### src/rtl/task_map_pkg.sv
// Shared types and constants for the task-graph streamer and its matrix store.
package task_map_pkg;

  localparam int DATA_W   = 32;
  localparam int SLOT_CYC = 2;
  localparam int END_CYC  = 2;
  localparam int GAP_CYC  = 1;

  typedef enum logic [2:0] {
    IDLE,
    SLOT0,
    SLOT1,
    END0,
    END1,
    GAP
  } state_e;

  typedef logic [DATA_W-1:0] edge_t;

endpackage

### src/rtl/task_graph_streamer_if.sv
// Stream bus from the task-graph streamer to the task mapper.
interface task_graph_streamer_if #(
  parameter int DATA_W = 32,
  parameter int IDX_W  = 1
);
  logic [DATA_W-1:0] task_array;
  logic [IDX_W-1:0]  row;
  logic [IDX_W-1:0]  col;
  logic              root_task;
  logic              app_end;
  logic [2:0]        nz_count;

  modport master (output task_array, row, col, root_task, app_end, nz_count);
  modport slave  (input  task_array, row, col, root_task, app_end, nz_count);
endinterface

### src/rtl/task_graph_mem.sv
// NUM_V x NUM_V edge-weight register file: one synchronous write port, combinational reads.
// The transposed read port exists only when TASK_STREAM_SYM_CHECK_EN is defined.
module task_graph_mem #(
  parameter int NUM_V  = 2,
  parameter int DATA_W = 32,
  parameter int IDX_W  = 1
) (
  input  logic              clk,
  input  logic              rst_b,
  input  logic              we,
  input  logic [IDX_W-1:0]  wr_row,
  input  logic [IDX_W-1:0]  wr_col,
  input  logic [DATA_W-1:0] wr_data,
  input  logic [IDX_W-1:0]  rd_row,
  input  logic [IDX_W-1:0]  rd_col,
  output logic [DATA_W-1:0] rd_data
`ifdef TASK_STREAM_SYM_CHECK_EN
  ,
  output logic [DATA_W-1:0] rd_data_t
`endif
);
  localparam int DEPTH = NUM_V * NUM_V;
  localparam int AW    = $clog2(DEPTH);

  logic [DATA_W-1:0] mem_q [DEPTH];

  function automatic logic [AW-1:0] addr(input logic [IDX_W-1:0] r, input logic [IDX_W-1:0] c);
    return AW'(int'(r) * NUM_V + int'(c));
  endfunction

  always_ff @(posedge clk) begin
    if (rst_b) begin
      mem_q <= '{default: '0};
    end else if (we && (int'(wr_row) < NUM_V) && (int'(wr_col) < NUM_V)) begin
      mem_q[addr(wr_row, wr_col)] <= wr_data;
    end
  end

  assign rd_data = mem_q[addr(rd_row, rd_col)];
`ifdef TASK_STREAM_SYM_CHECK_EN
  assign rd_data_t = mem_q[addr(rd_col, rd_row)];
`endif

endmodule

### src/rtl/task_graph_streamer.sv
// Streams a stored NUM_V x NUM_V task graph row-major to the task mapper, rep_cnt times per start.
// Define TASK_STREAM_SYM_CHECK_EN to add the sticky sym_err symmetry check.
//
// state | meaning
// IDLE  | waiting for start; matrix writes accepted
// SLOT0 | first cycle of an element slot
// SLOT1 | second cycle of an element slot
// END0  | first app_end cycle
// END1  | second app_end cycle
// GAP   | repeat the application or pulse done
module task_graph_streamer #(
  parameter int NUM_V  = 2,
  parameter int DATA_W = 32,
  parameter int IDX_W  = $clog2(NUM_V)
) (
  input  logic                  clk,
  input  logic                  rst_b,
  input  logic                  wr_en,
  input  logic [IDX_W-1:0]      wr_row,
  input  logic [IDX_W-1:0]      wr_col,
  input  logic [DATA_W-1:0]     wr_data,
  output logic                  wr_drop,
  input  logic                  start,
  input  logic [15:0]           rep_cnt,
  output logic                  busy,
  output logic                  done,
  output logic                  sym_err,
  task_graph_streamer_if.master strm
);
  import task_map_pkg::*;

  localparam logic [IDX_W-1:0] LAST = IDX_W'(NUM_V - 1);

  state_e            state_q, state_d;
  logic [IDX_W-1:0]  row_q, row_d, col_q, col_d;
  logic [DATA_W-1:0] task_q, task_d, rd_data, elem;
  logic              root_q, root_d, app_end_q, app_end_d, done_q, done_d, drop_q;
  logic [2:0]        nz_q, nz_d, nz_base;
  logic [15:0]       rem_q, rem_d;
  logic              we, enter;
`ifdef TASK_STREAM_SYM_CHECK_EN
  logic [DATA_W-1:0] rd_data_t, elem_t;
  logic              sym_q;
`endif

  assign we = wr_en && (state_q == IDLE);

  task_graph_mem #(.NUM_V(NUM_V), .DATA_W(DATA_W), .IDX_W(IDX_W)) u_mem (
    .clk, .rst_b, .we, .wr_row, .wr_col, .wr_data,
    .rd_row (row_d),
    .rd_col (col_d),
    .rd_data
`ifdef TASK_STREAM_SYM_CHECK_EN
    , .rd_data_t
`endif
  );

  // A write landing with start must be seen by the (0,0) slot loaded on the same edge.
  assign elem = (we && wr_row == row_d && wr_col == col_d) ? wr_data : rd_data;

  always_comb begin
    state_d   = state_q;
    row_d     = row_q;
    col_d     = col_q;
    rem_d     = rem_q;
    app_end_d = 1'b0;
    done_d    = 1'b0;
    enter     = 1'b0;
    nz_base   = nz_q;
    unique case (state_q)
      IDLE: if (start) begin
        state_d = SLOT0;
        row_d   = '0;
        col_d   = '0;
        rem_d   = (rep_cnt == 16'd0) ? 16'd1 : rep_cnt;
        nz_base = '0;
        enter   = 1'b1;
      end
      SLOT0: state_d = SLOT1;
      SLOT1: if (row_q == LAST && col_q == LAST) begin
        state_d   = END0;
        app_end_d = 1'b1;
      end else begin
        state_d = SLOT0;
        enter   = 1'b1;
        if (col_q == LAST) begin
          col_d = '0;
          row_d = row_q + 1'b1;
        end else begin
          col_d = col_q + 1'b1;
        end
      end
      END0: begin
        state_d   = END1;
        app_end_d = 1'b1;
      end
      END1: begin
        state_d = GAP;
        done_d  = (rem_q <= 16'd1);
      end
      GAP: if (rem_q > 16'd1) begin
        rem_d   = rem_q - 16'd1;
        state_d = SLOT0;
        row_d   = '0;
        col_d   = '0;
        nz_base = '0;
        enter   = 1'b1;
      end else begin
        state_d = IDLE;
      end
      default: state_d = IDLE;
    endcase
  end

  always_comb begin
    task_d = task_q;
    root_d = root_q;
    nz_d   = nz_q;
    if (enter) begin
      task_d = elem;
      root_d = (elem != '0) && (nz_base == 3'd0);
      nz_d   = ((elem != '0) && (nz_base != 3'd7)) ? nz_base + 3'd1 : nz_base;
    end else if (state_d == END0) begin
      task_d = '0;
      root_d = 1'b0;
    end
  end

  always_ff @(posedge clk) begin
    if (rst_b) begin
      state_q   <= IDLE;
      row_q     <= LAST;
      col_q     <= LAST;
      task_q    <= '0;
      root_q    <= 1'b0;
      app_end_q <= 1'b0;
      nz_q      <= '0;
      rem_q     <= '0;
      done_q    <= 1'b0;
      drop_q    <= 1'b0;
    end else begin
      state_q   <= state_d;
      row_q     <= row_d;
      col_q     <= col_d;
      task_q    <= task_d;
      root_q    <= root_d;
      app_end_q <= app_end_d;
      nz_q      <= nz_d;
      rem_q     <= rem_d;
      done_q    <= done_d;
      drop_q    <= wr_en && (state_q != IDLE);
    end
  end

`ifdef TASK_STREAM_SYM_CHECK_EN
  assign elem_t = (we && wr_row == col_d && wr_col == row_d) ? wr_data : rd_data_t;

  // Sticky per run: an accepted start discards the previous run's flag.
  always_ff @(posedge clk) begin
    if (rst_b) begin
      sym_q <= 1'b0;
    end else if (enter) begin
      sym_q <= ((state_q == IDLE) ? 1'b0 : sym_q) | (elem != elem_t);
    end
  end
  assign sym_err = sym_q;
`else
  assign sym_err = 1'b0;
`endif

  assign busy    = (state_q != IDLE);
  assign done    = done_q;
  assign wr_drop = drop_q;

  assign strm.task_array = task_q;
  assign strm.row        = row_q;
  assign strm.col        = col_q;
  assign strm.root_task  = root_q;
  assign strm.app_end    = app_end_q;
  assign strm.nz_count   = nz_q;

endmodule

### src/flat_wrapper.sv
// flat-port wrapper written by rule: the top's interface ports become plain ports
module task_graph_streamer_flat import task_map_pkg::*;
#(
  parameter int NUM_V  = 2,
  parameter int DATA_W = 32,
  parameter int IDX_W  = $clog2(NUM_V)
)
  (clk, rst_b, wr_en, wr_row, wr_col, wr_data, wr_drop, start, rep_cnt, busy, done, sym_err, strm_task_array, strm_row, strm_col, strm_root_task, strm_app_end, strm_nz_count);
  task_graph_streamer_if #(.DATA_W(DATA_W), .IDX_W(IDX_W)) strm_i ();
  input  logic clk;
  input  logic rst_b;
  input  logic wr_en;
  input  logic [IDX_W-1:0] wr_row;
  input  logic [IDX_W-1:0] wr_col;
  input  logic [DATA_W-1:0] wr_data;
  output logic wr_drop;
  input  logic start;
  input  logic [15:0] rep_cnt;
  output logic busy;
  output logic done;
  output logic sym_err;
  output wire logic [$bits(strm_i.task_array)-1:0] strm_task_array;
  output wire logic [$bits(strm_i.row)-1:0] strm_row;
  output wire logic [$bits(strm_i.col)-1:0] strm_col;
  output wire logic [$bits(strm_i.root_task)-1:0] strm_root_task;
  output wire logic [$bits(strm_i.app_end)-1:0] strm_app_end;
  output wire logic [$bits(strm_i.nz_count)-1:0] strm_nz_count;
  assign strm_task_array = strm_i.task_array;
  assign strm_row = strm_i.row;
  assign strm_col = strm_i.col;
  assign strm_root_task = strm_i.root_task;
  assign strm_app_end = strm_i.app_end;
  assign strm_nz_count = strm_i.nz_count;
  task_graph_streamer #(.NUM_V(NUM_V), .DATA_W(DATA_W), .IDX_W(IDX_W)) u_core (.clk(clk), .rst_b(rst_b), .wr_en(wr_en), .wr_row(wr_row), .wr_col(wr_col), .wr_data(wr_data), .wr_drop(wr_drop), .start(start), .rep_cnt(rep_cnt), .busy(busy), .done(done), .sym_err(sym_err), .strm(strm_i));
endmodule
### config.mk
export PLATFORM = sky130hd
export DESIGN_NAME = task_graph_streamer_flat
export DESIGN_NICKNAME = d
export VERILOG_FILES = /design/src/rtl/task_map_pkg.sv /design/src/rtl/task_graph_streamer_if.sv /design/src/rtl/task_graph_mem.sv /design/src/rtl/task_graph_streamer.sv /design/src/flat_wrapper.sv
export SDC_FILE = /design/constraint.sdc
export NUM_CORES = 1
export LEC_CHECK = 0
export CAP_MARGIN = 20
export CORE_ASPECT_RATIO = 2
export CORE_MARGIN = 2
export CORE_UTILIZATION = 25
export CTS_CLUSTER_DIAMETER = 40
export DETAILED_ROUTE_END_ITERATION = 8
export SYNTH_ARGS = -nofsm -noshare
export SYNTH_HDL_FRONTEND = slang
export SYNTH_SLANG_ARGS = --single-unit
### constraint.sdc
create_clock -name clk -period 3.24 [get_ports clk]
set_input_delay 0.648 -clock clk [delete_from_list [all_inputs] [get_ports clk]]
set_output_delay 0.648 -clock clk [all_outputs]
set_load 0.005 [all_outputs]
### Word level (Yosys, flattened, before mapping)

Cells that the tools add are included.
Widths: inputs -> output; s select.

| word-level totals | value |
|---|---|
| word-level logic and storage cells | 95 |
| bits in registers | 188 |
| input bits | 54 |

| operators by class | value |
|---|---|
| equal/unequal tests | 11 |
| $lt $le $gt $ge | 5 |
| $add $sub $neg | 6 |
| reductions and logical operators | 17 |
| mux-type cells | 39 |
| bitwise gates (word level) | 3 |

Operators by type and width:

| kind | number |
|---|---|
| $mux 32 | 6 |
| $bwmux 128 | 1 |
| $bmux 32 s2 | 1 |
| $demux 32 s2 | 1 |
| $mux 16 | 3 |
| $pmux 16 s2 | 1 |
| $reduce_bool 32->1 | 1 |
| $pmux 3 s6 | 1 |
| $gt 16x1->1 const B | 1 |
| $le 16x1->1 const B | 1 |
| $logic_not 16->1 | 1 |
| $sub 16x1->16 const B | 1 |
| $mux 1 | 15 |
| $mux 3 | 4 |
| $eq 3x2->1 const B | 3 |
| $pmux 1 s3 | 3 |
| $logic_and 1x1->1 | 8 |
| $eq 3x3->1 const B | 2 |
| $ge 3x3->1 const B | 2 |
| $logic_not 3->1 | 2 |
| $not 2->3 | 2 |
| $pmux 3 s2 | 1 |
| $add 2x1->2 | 2 |
| $reduce_bool 2->1 | 2 |
| 14 further kinds | 16 |

### Depth between registers and ports, before layout

Gate-level depths: netlist of the first run.

| depth | value |
|---|---|
| word-level depth | 13 |
| depth in mapped cells | 15 |
| mapped depth without buffers | 14 |

### Hierarchy

Synthesis of the first run repeated with hierarchy kept, for this count alone.

| unflattened totals | value |
|---|---|
| cells, all modules | 890 |
| area, all modules | 9066.2 µm² |

By module, submodules not included:

| module | area an instance (µm²) | times used | seq. area each (µm²) | cells each |
|---|---|---|---|---|
| task_graph_mem | 5866.9 | 1 | 2562.5 | 494 |
| task_graph_streamer | 3199.3 | 1 | 1201.2 | 396 |

### Least setup slack after synthesis of the first run

OpenSTA, ideal clock, no wires.

| timing | value |
|---|---|
| path kind | reg2reg |
| from | register u_core.rem_q[4] |
| to | register u_core.nz_q[0], in the netlist u_core.strm.nz_count[0] |
| path slack | 0.544 ns |
| cell stages (with the launch flop) | 13 |
| data arrival time | 2.573 ns |
| buffers on the path | 3 |
| period minus slack after synthesis | 2.696 ns |
| library setup time | 0.123 ns |
| cell sequence | dfxtp_1 -> buf_6 -> or4_4 -> nor3_2 -> a41o_1 -> buf_6 -> buf_4 -> nand4_1 -> o21ai_0 -> nand3_1 -> a31o_2 -> o21ai_4 -> mux2_1 |

| on the way | value |
|---|---|
| cells in the longest elaborated chain, start to end | 12 |

Ends and longest elaborated chain:

| element | line | RTL |
|---|---|---|
| from (decl) | task_graph_streamer.sv:39 | `logic [15:0] rem_q, rem_d;` |
| from (signal assigned) | task_graph_streamer.sv:149 | `rem_q <= rem_d;` |
| $gt 16x1->1 (*) | task_graph_streamer.sv:101 | `GAP: if (rem_q > 16'd1) begin` |
| $mux 1 | task_graph_streamer.sv:101 |  |
| $pmux 1 s3 | task_graph_streamer.sv:70 | `unique case (state_q)` |
| $add 2x1->2 | task_graph_mem.sv:28 | `return AW'(int'(r) * NUM_V + int'(c));` |
| $not 2->3 (implied by the code) | task_graph_mem.sv:39 | `assign rd_data = mem_q[addr(rd_row, rd_col)];` |
| $bmux 32 s2 | task_graph_mem.sv:39 |  |
| $mux 32 (implied by the code) (2 in a row) | task_graph_mem.sv:39 |  |
| $mux 32 | task_graph_streamer.sv:59 | `assign elem = (we && wr_row == row_d && wr_col == col_d) ? wr_data : rd_data;` |
| $reduce_bool 32->1 | task_graph_streamer.sv:122 | `nz_d = ((elem != '0) && (nz_base != 3'd7)) ? nz_base + 3'd1 : nz_base;` |
| $logic_and 1x1->1 | task_graph_streamer.sv:122 |  |
| $mux 3 | task_graph_streamer.sv:122 |  |
| to (signal assigned) | task_graph_streamer.sv:148 | `nz_q <= nz_d;` |
| to (decl) | task_graph_streamer.sv:38 | `logic [2:0] nz_q, nz_d, nz_base;` |

Every way passes the cells marked *; elsewhere a longest branch is shown, timed or not. The select of a mux whose other input is x is not followed.
A chain may end at the register's enable or synchronous reset.

### Final worst setup path of the first run

| timing | value |
|---|---|
| from | register u_core.rem_q[10] |
| to | register u_core.nz_q[0], in the netlist u_core.strm.nz_count[0] |

Same word-level chain as after synthesis.

==> results of run 1 <==
logic make-up after synthesis:
| family | Yosys count |
|---|---|
| AND/OR/NAND/NOR | 465 |
| AO/OA/AOI/OAI | 213 |
| flip-flops | 188 |
| multiplexers | 163 |
| buffers and inverters | 91 |
| adder cells (fa/ha/maj) | 5 |
| XOR/XNOR | 2 |
| other | 1 |
worst register-to-register path: stages (launching register included):
cell and delay (ns):
dfxtp_1 0.34, or4_4 0.58, nor3_2 0.26, a41o_4 0.37
buf_12 0.16, nand3_1 0.08, a221oi_1 0.29, a221oi_1 0.08
or2_4 0.29, o21ai_4 0.15, mux2_1 0.33
Yosys cell counts (2+ instances only):
library cell	n
o31ai_1	3
ha_1	5
o21ai_0	29
nand3_1	13
nor4_1	46
a211oi_1	5
a221oi_1	6
or4_1	2
o2bb2ai_1	2
mux2i_1	161
nand2b_1	5
buf_4	8
buf_2	9
buf_1	3
or4_4	2
a21oi_1	152
nor3b_1	4
nand3b_1	4
inv_1	8
o211ai_1	2
a22oi_1	3
buf_6	3
dfxtp_1	188
nand4_1	7
nor2_1	136
or3_1	4
nor2b_1	2
nor3_1	8
clkbuf_1	60
or2_2	2
and2_1	3
and3_1	2
nand2_1	218
worst paths after layout:
| check | startpoint | endpoint | slack [ns] | cells after the start |
|---|---|---|---|---|
| setup / recovery | u_core.rem_q[10]$_SDFFE_PP0P_ | u_core.strm.nz_count[0]$_SDFFE_PP0P_ | 0.21 | 10 |
| setup reg to reg | u_core.rem_q[10]$_SDFFE_PP0P_ | u_core.strm.nz_count[0]$_SDFFE_PP0P_ | 0.21 | 10 |
| hold / removal | u_core.u_mem.mem_q[77]$_SDFFE_PP0P_ | u_core.u_mem.mem_q[77]$_SDFFE_PP0P_ | 0.47 | 2 |
| hold reg to reg | u_core.u_mem.mem_q[77]$_SDFFE_PP0P_ | u_core.u_mem.mem_q[77]$_SDFFE_PP0P_ | 0.47 | 2 |
registers in the layout, summed over array words and instances (netlist names):
| register | cells |
|---|---|
| u_core.strm.root_task | 1 |
| u_core.strm.app_end | 1 |
| u_core.strm.row | 1 |
| u_core.wr_drop | 1 |
| u_core.strm.col | 1 |
| u_core.strm.nz_count | 3 |
| u_core.state_q | 3 |
| u_core.rem_q | 16 |
| u_core.u_mem.mem_q | 128 |
| u_core.strm.task_array | 32 |
| u_core.done | 1 |
metrics by stage:
step	hold WS [ns]	instances	util	setup WS, ns	instance area, µm²
5_1_grt	0.485	1680	0.315	0.0151	11400
3_5_place_dp	0.459	1648	0.298	0.0194	10800
4_1_cts	0.470	1680	0.315	0.200	11400
2_1_floorplan	0.444	1128	-	0.544	9120
3_3_place_gp	0.455	1648	0.298	0.0429	10800
6_report	0.467	1680	0.315	0.209	11400
what timing repair did:
item / 4_1_cts / 5_1_grt
hold buffers: 0 / 0
gates resized for setup: 0 / 1
endpoints found under the setup margin: 0 / 2
power breakdown:
part	switching, mW	internal, mW
sequential	0.106	2.42
combinational	0.813	0.645
clock	1.06	1.12
layer usage:
metal	vias up	global-route usage
met5	-	0
met4	0	0.0364
li1	4087	-
met3	29	0.0248
met2	259	0.233
met1	3947	0.203
layout make-up:
| type | count | area, µm² | area share |
|---|---|---|---|
| Clock buffer | 17 | 425 | 0.0373 |
| Clock inverter | 15 | 191 | 0.0168 |
| Multi-Input combinational cell | 849 | 4990 | 0.438 |
| Sequential cell | 188 | 3760 | 0.330 |
| Inverter | 8 | 30.0 | 0.00263 |
| Tap cell | 454 | 568 | 0.0498 |
| Timing Repair Buffer | 149 | 1430 | 0.126 |
==> metrics.md, run 1 <==
| Metric | Value |
|---|---|
| Run status | complete, no violations |
| Final Max Slew Viols | 0 |
| Area Overhead vs Synth | 25.1% |
| DR WL met3 | 1.38 mm |
| XOR/XNOR share of the synthesized area | 0.00398 |
| Vias in the first global route | 7832 |
| Num rows | 99 |
| Critical-path top delay cell | or4_4 |
| DIE AREA | 0.0381 mm² |
| Placer congestion estimate | 0.839 |
| Crit path cell chain | or4_4 > nor3_2 > a41o_4 > buf_12 > nand3_1 > a221oi_1 > a221oi_1 > or2_4 > o21ai_4 > mux2_1 |
| DR vias | approximately 8300 |
| Worst skew pair latency | ~0.45 ns |
| Reg clk slew, reported paths | 0.08 ns |
| Die Y | 274 µm |
| Peak supply drop | 0.395 mV |
| First-pass GRT wire length | 44.2 mm |
| Post-synthesis sequential area ratio | 0.413 |
| Adder-Cell Fraction of Synth Area | 0.00686 |
| Setup TNS | 0 ns |
| Htree depth | 4 |
| Largest area contributor in the netlist | dfxtp_1 |
| Synth Warn # | 0 |
| Routed Antenna Nets | 0 |
| # DRC | 0 |
| Max-cap violation count | 0 |
| Most frequent cells in the layout | nand2_1 (217), dfxtp_1 (188), mux2i_1 (161), a21oi_1 (152), nor2_1 (135) |
| Average instance area after synthesis | 8.09 µm² |
| CTS tree | yes |
| Syn nets | roughly 1200 |
| Layout cells sized above 1 | 0.0856 |
| Critical path arrival | roughly 3.4 ns |
| EDFF count, synth | 0 |
| Total wire length | between 20 and 30 mm |
| Root Buffer | clkbuf_16 |
| Leakage | 4.61 nW |
| DRT Pass-1 Iters | 5 |
| Largest net degree at the start of global routing | 75 |
| Synth Register Bits | 188 |
| RSZ-0062 raised after global routing | no |
| Critical path fanouts, max | 11 |
| Worst Path Buf+Inv | 1 |
| Wl on met1 | 13.5 mm |
| Synth Area in Simple Gates | 0.223 |
| I/O pin count | between 90 and 100 |
| Hpwl dp | 19.9 mm |
| Top-area cell type share of the netlist area | 0.413 |
| Proportion of synthesized area in mux cells | 0.179 |
| Clk_skew | 0.0159 ns |
| CP Launch Type | flip-flop |
| Die W | 139 µm |
| Synth Area in Compound Gates | 0.129 |
| Ant diodes | 0 |
| DR iter-0 viols | approximately 550 |
| Highest clock rate | 0.330 GHz |
| WP data required | 3.57 ns |
| Fraction of the cycle the final worst path needs | 0.936 |
| Final net count | 1272 |
| Slowest stage delay, CP | 0.58 ns |
| Largest family of logic cells by synthesized area | simple AND/OR/NAND/NOR gates |
| Metal2 WL | 12.8 mm |
| Layout filler cell count | between 3000 and 4000 |
| Gate Count Post-Synth | about 1100 |
| Most frequent CP cell | a221oi_1 |
| Clock tree buffer depth | 2 |
| GR Overflow Total | 0 |
| Core area | 0.0362 mm² |
| Ys async rst share | 0 |
| Initial Util | 0.252 |
| Number of clock sinks | 188 |
| Vias per std cell | 4.95 |
| Ys flop type | dfxtp_1 |
| Setup violators final | 0 |
| Post-DR wirelength/cell | 16.7 µm |
| Power Density | between 500 and 600 mW/mm² |
| Post-layout minimum cycle time | just over 3 ns |
| Most common cell after layout, fill and taps aside | nand2_1 |
| Hold Crit Class | flip-flop to flip-flop |
| Crit. End Element | flip-flop |
| Top layer in use | met4 |
| Synth top area cells | dfxtp_1 (41%), mux2i_1 (18%), nand2_1 (9.0%), a21oi_1 (8.3%), nor2_1 (5.6%) |
| # port buffers | 95 |
| Slew margin rel. | 0.510 |
| Power, Total | about 6.2 mW |
| Post-Syn Area | around 0.0091 mm² |
| Initial antenna violation count | 0 |
| Setup bufs post-CTS | 0 |
| Cell variety after synth | 56 |
| Tightest Pin Transition | 0.728 ns |
| All-Layer GR Usage | 0.145 |
| CP delay by family, top | simple AND/OR/NAND/NOR gates |
| Critical path class | flip-flop to flip-flop |
| Final Hold Fails | 0 |
| Number of CTS-inserted buffers | 17 |
No activity file was read; power rests on OpenSTA's default activity.
==> inputs of run 2 (changes only) <==
Settings changed: CORE_UTILIZATION 25 to 35.
==> metrics.md, run 2 (synthesis gave the netlist of run 1 again) <==
| Metric | Value |
|---|---|
| Setup violators final | 0 |
| Ant diodes | 0 |
| Final Max Slew Viols | 0 |
| Vias per std cell | approximately 5.3 |
| Most flop-heavy register | u_core.u_mem.mem_q |
| Leakage | 4.65 nW |
| Highest clock rate | between 0.3 and 0.4 GHz |
| Most Crowded Layer GR | met2 |
| Post-Place Cell Area | 0.0107 mm² |
| I/O pin count | just under 100 |
| Slew margin rel. | 0.423 |
| First-pass GRT wire length | 46.7 mm |
| Htree depth | 4 |
| Met1 GRT Util | 0.209 |
| Crit. End Element | flip-flop |
| Num rows | slightly above 80 |
| DRT Pass-1 Iters | 5 |
| Critical-path top delay cell | or4_4 |
| Crit path cell chain | or4_4 > nor3_2 > a41o_4 > buf_12 > xnor2_4 > nand4b_1 > buf_4 > mux2i_1 > buf_4 > nor2_1 > a21oi_1 > nor2_1 |
| Clk_skew | 0.00807 ns |
| Initial Util | 0.356 |
| Critical path arrival | around 3.5 ns |
| # port buffers | 95 |
| Routed Antenna Nets | 0 |
| CTS tree | yes |
| Finished Layout Cells | about 1600 |
| # DRC | 0 |
| Hold_buf cts | 0 |
| Run status | complete, no violations |
| Hpwl dp | 22.1 mm |
| DR iter-0 viols | ~500 |
| GR Overflow Total | 0 |
| Area Overhead vs Synth | 23.9% |
| Final Hold Fails | 0 |
| Core area | 0.0257 mm² |
| PnR worst setup slack | 0.0721 ns |
| Power Density | 540 mW/mm² |
| Post-layout minimum cycle time | 3.17 ns |
| Placer congestion estimate | 0.896 |
| Post-layout util | 0.440 |
| Hold Crit Class | flip-flop to flip-flop |
| Layout cells sized above 1 | 0.0981 |
| GR Layer Usage met3 | 0.0319 |
| Number of clock sinks | 188 |
| Largest net degree at the start of global routing | 94 |
| Critical path fanouts, max | 10 |
| Reg clk slew, reported paths | 0.07 ns |
| Grt met2 use | 0.427 |
| Hold WS | approximately 0.47 ns |
| Most frequent cells in the layout | nand2_1 (217), dfxtp_1 (188), mux2i_1 (161), a21oi_1 (152), nor2_1 (135) |
| WP data required | 3.57 ns |
| CP Launch Type | flip-flop |
| Peak supply drop | roughly 0.38 mV |
| Final net count | 1290 |
| Clock tree buffer depth | 2 |
| All-Layer GR Usage | 0.220 |
| Layout filler cell count | 2597 |
| Slowest stage delay, CP | 0.59 ns |
| Total wire length | 30.2 mm |
| Tightest Pin Transition | 0.858 ns |
| Post-DR wirelength/cell | ~19 µm |
| DIE AREA | 0.0274 mm² |
| Die W | 118 µm |
| Vias in the first global route | 8435 |
| Post-layout instance area | 0.0113 mm² |
| Most common cell after layout, fill and taps aside | nand2_1 |
| Pre-CTS setup slack | -0.138 ns |
| Placed Cells | 1549 |
| Worst skew pair latency | 0.45 ns |
| Largest register FFs | 128 |
| DR vias | between 8000 and 9000 |
| Power, Total | 6.10 mW |
| Setup TNS | 0 ns |
| Number of CTS-inserted buffers | 17 |
| Root Buffer | clkbuf_16 |
| Critical path class | flip-flop to flip-flop |
| Max-cap violation count | 0 |
| Die Y | 232 µm |
| Fraction of the cycle the final worst path needs | 0.978 |
| Initial antenna violation count | 0 |
[run 2: cell types whose count changed in the layout (fill, tap and decap cells not counted), moves of 2 or more]
cell | before | now
buf_4 | 48 | 70
clkbuf_8 | 0 | 2
inv_8 | 4 | 0
clkinv_4 | 1 | 4
clkinv_8 | 4 | 0
buf_12 | 6 | 2
clkbuf_1 | 0 | 2
[run 2: area by class of cell]
type / count / area (µm²) / area share
clock buffers: 21 / 460 / 0.0408
inverters: 8 / 30.0 / 0.00266
flip-flops and latches: 188 / 3760 / 0.333
multi-input cells: 849 / 4990 / 0.442
well taps: 340 / 425 / 0.0377
clock inverters: 11 / 111 / 0.00986
repair buffers: 167 / 1520 / 0.134
[run 2: timing repair]
item	in CTS	in global routing
resized for setup	0	3
setup buffers	0	3
setup endpoints to repair	0	29
[run 2: power breakdown]
part           internal (mW)  switching, mW
sequential              2.43          0.109
combinational          0.661          0.839
clock                   1.11          0.953
[run 2: metal layers]
layer | up-vias | share of wire | routed length (µm)
met1 | 4002 | 0.35 | 10500
met2 | 228 | 0.56 | 16800
li1 | 4131 | - | -
met4 | 0 | 0.063 | 1890
met3 | 86 | 0.033 | 999
met5 | - | 0 | 0
[run 2: final timing paths]
check             depth (start not counted)                               start                                      end  slack, ns
setup / recovery                         12       u_core.rem_q[10]$_SDFFE_PP0P_  u_core.strm.task_array[15]$_SDFFE_PP0P_       0.07
hold / removal                            2  u_core.strm.root_task$_SDFFE_PP0P_       u_core.strm.root_task$_SDFFE_PP0P_       0.47
setup reg to reg                         12       u_core.rem_q[10]$_SDFFE_PP0P_  u_core.strm.task_array[15]$_SDFFE_PP0P_       0.07
hold reg to reg                           2  u_core.strm.root_task$_SDFFE_PP0P_       u_core.strm.root_task$_SDFFE_PP0P_       0.47
[run 2: worst max-delay path, delay by kind of cell (launching register included)]
kind	cells	cell delay [ns]
mux	1	0.33
simple gates	5	1.23
flops	1	0.34
xor+xnor	1	0.12
buf+inv	3	0.59
compound gates	2	0.44
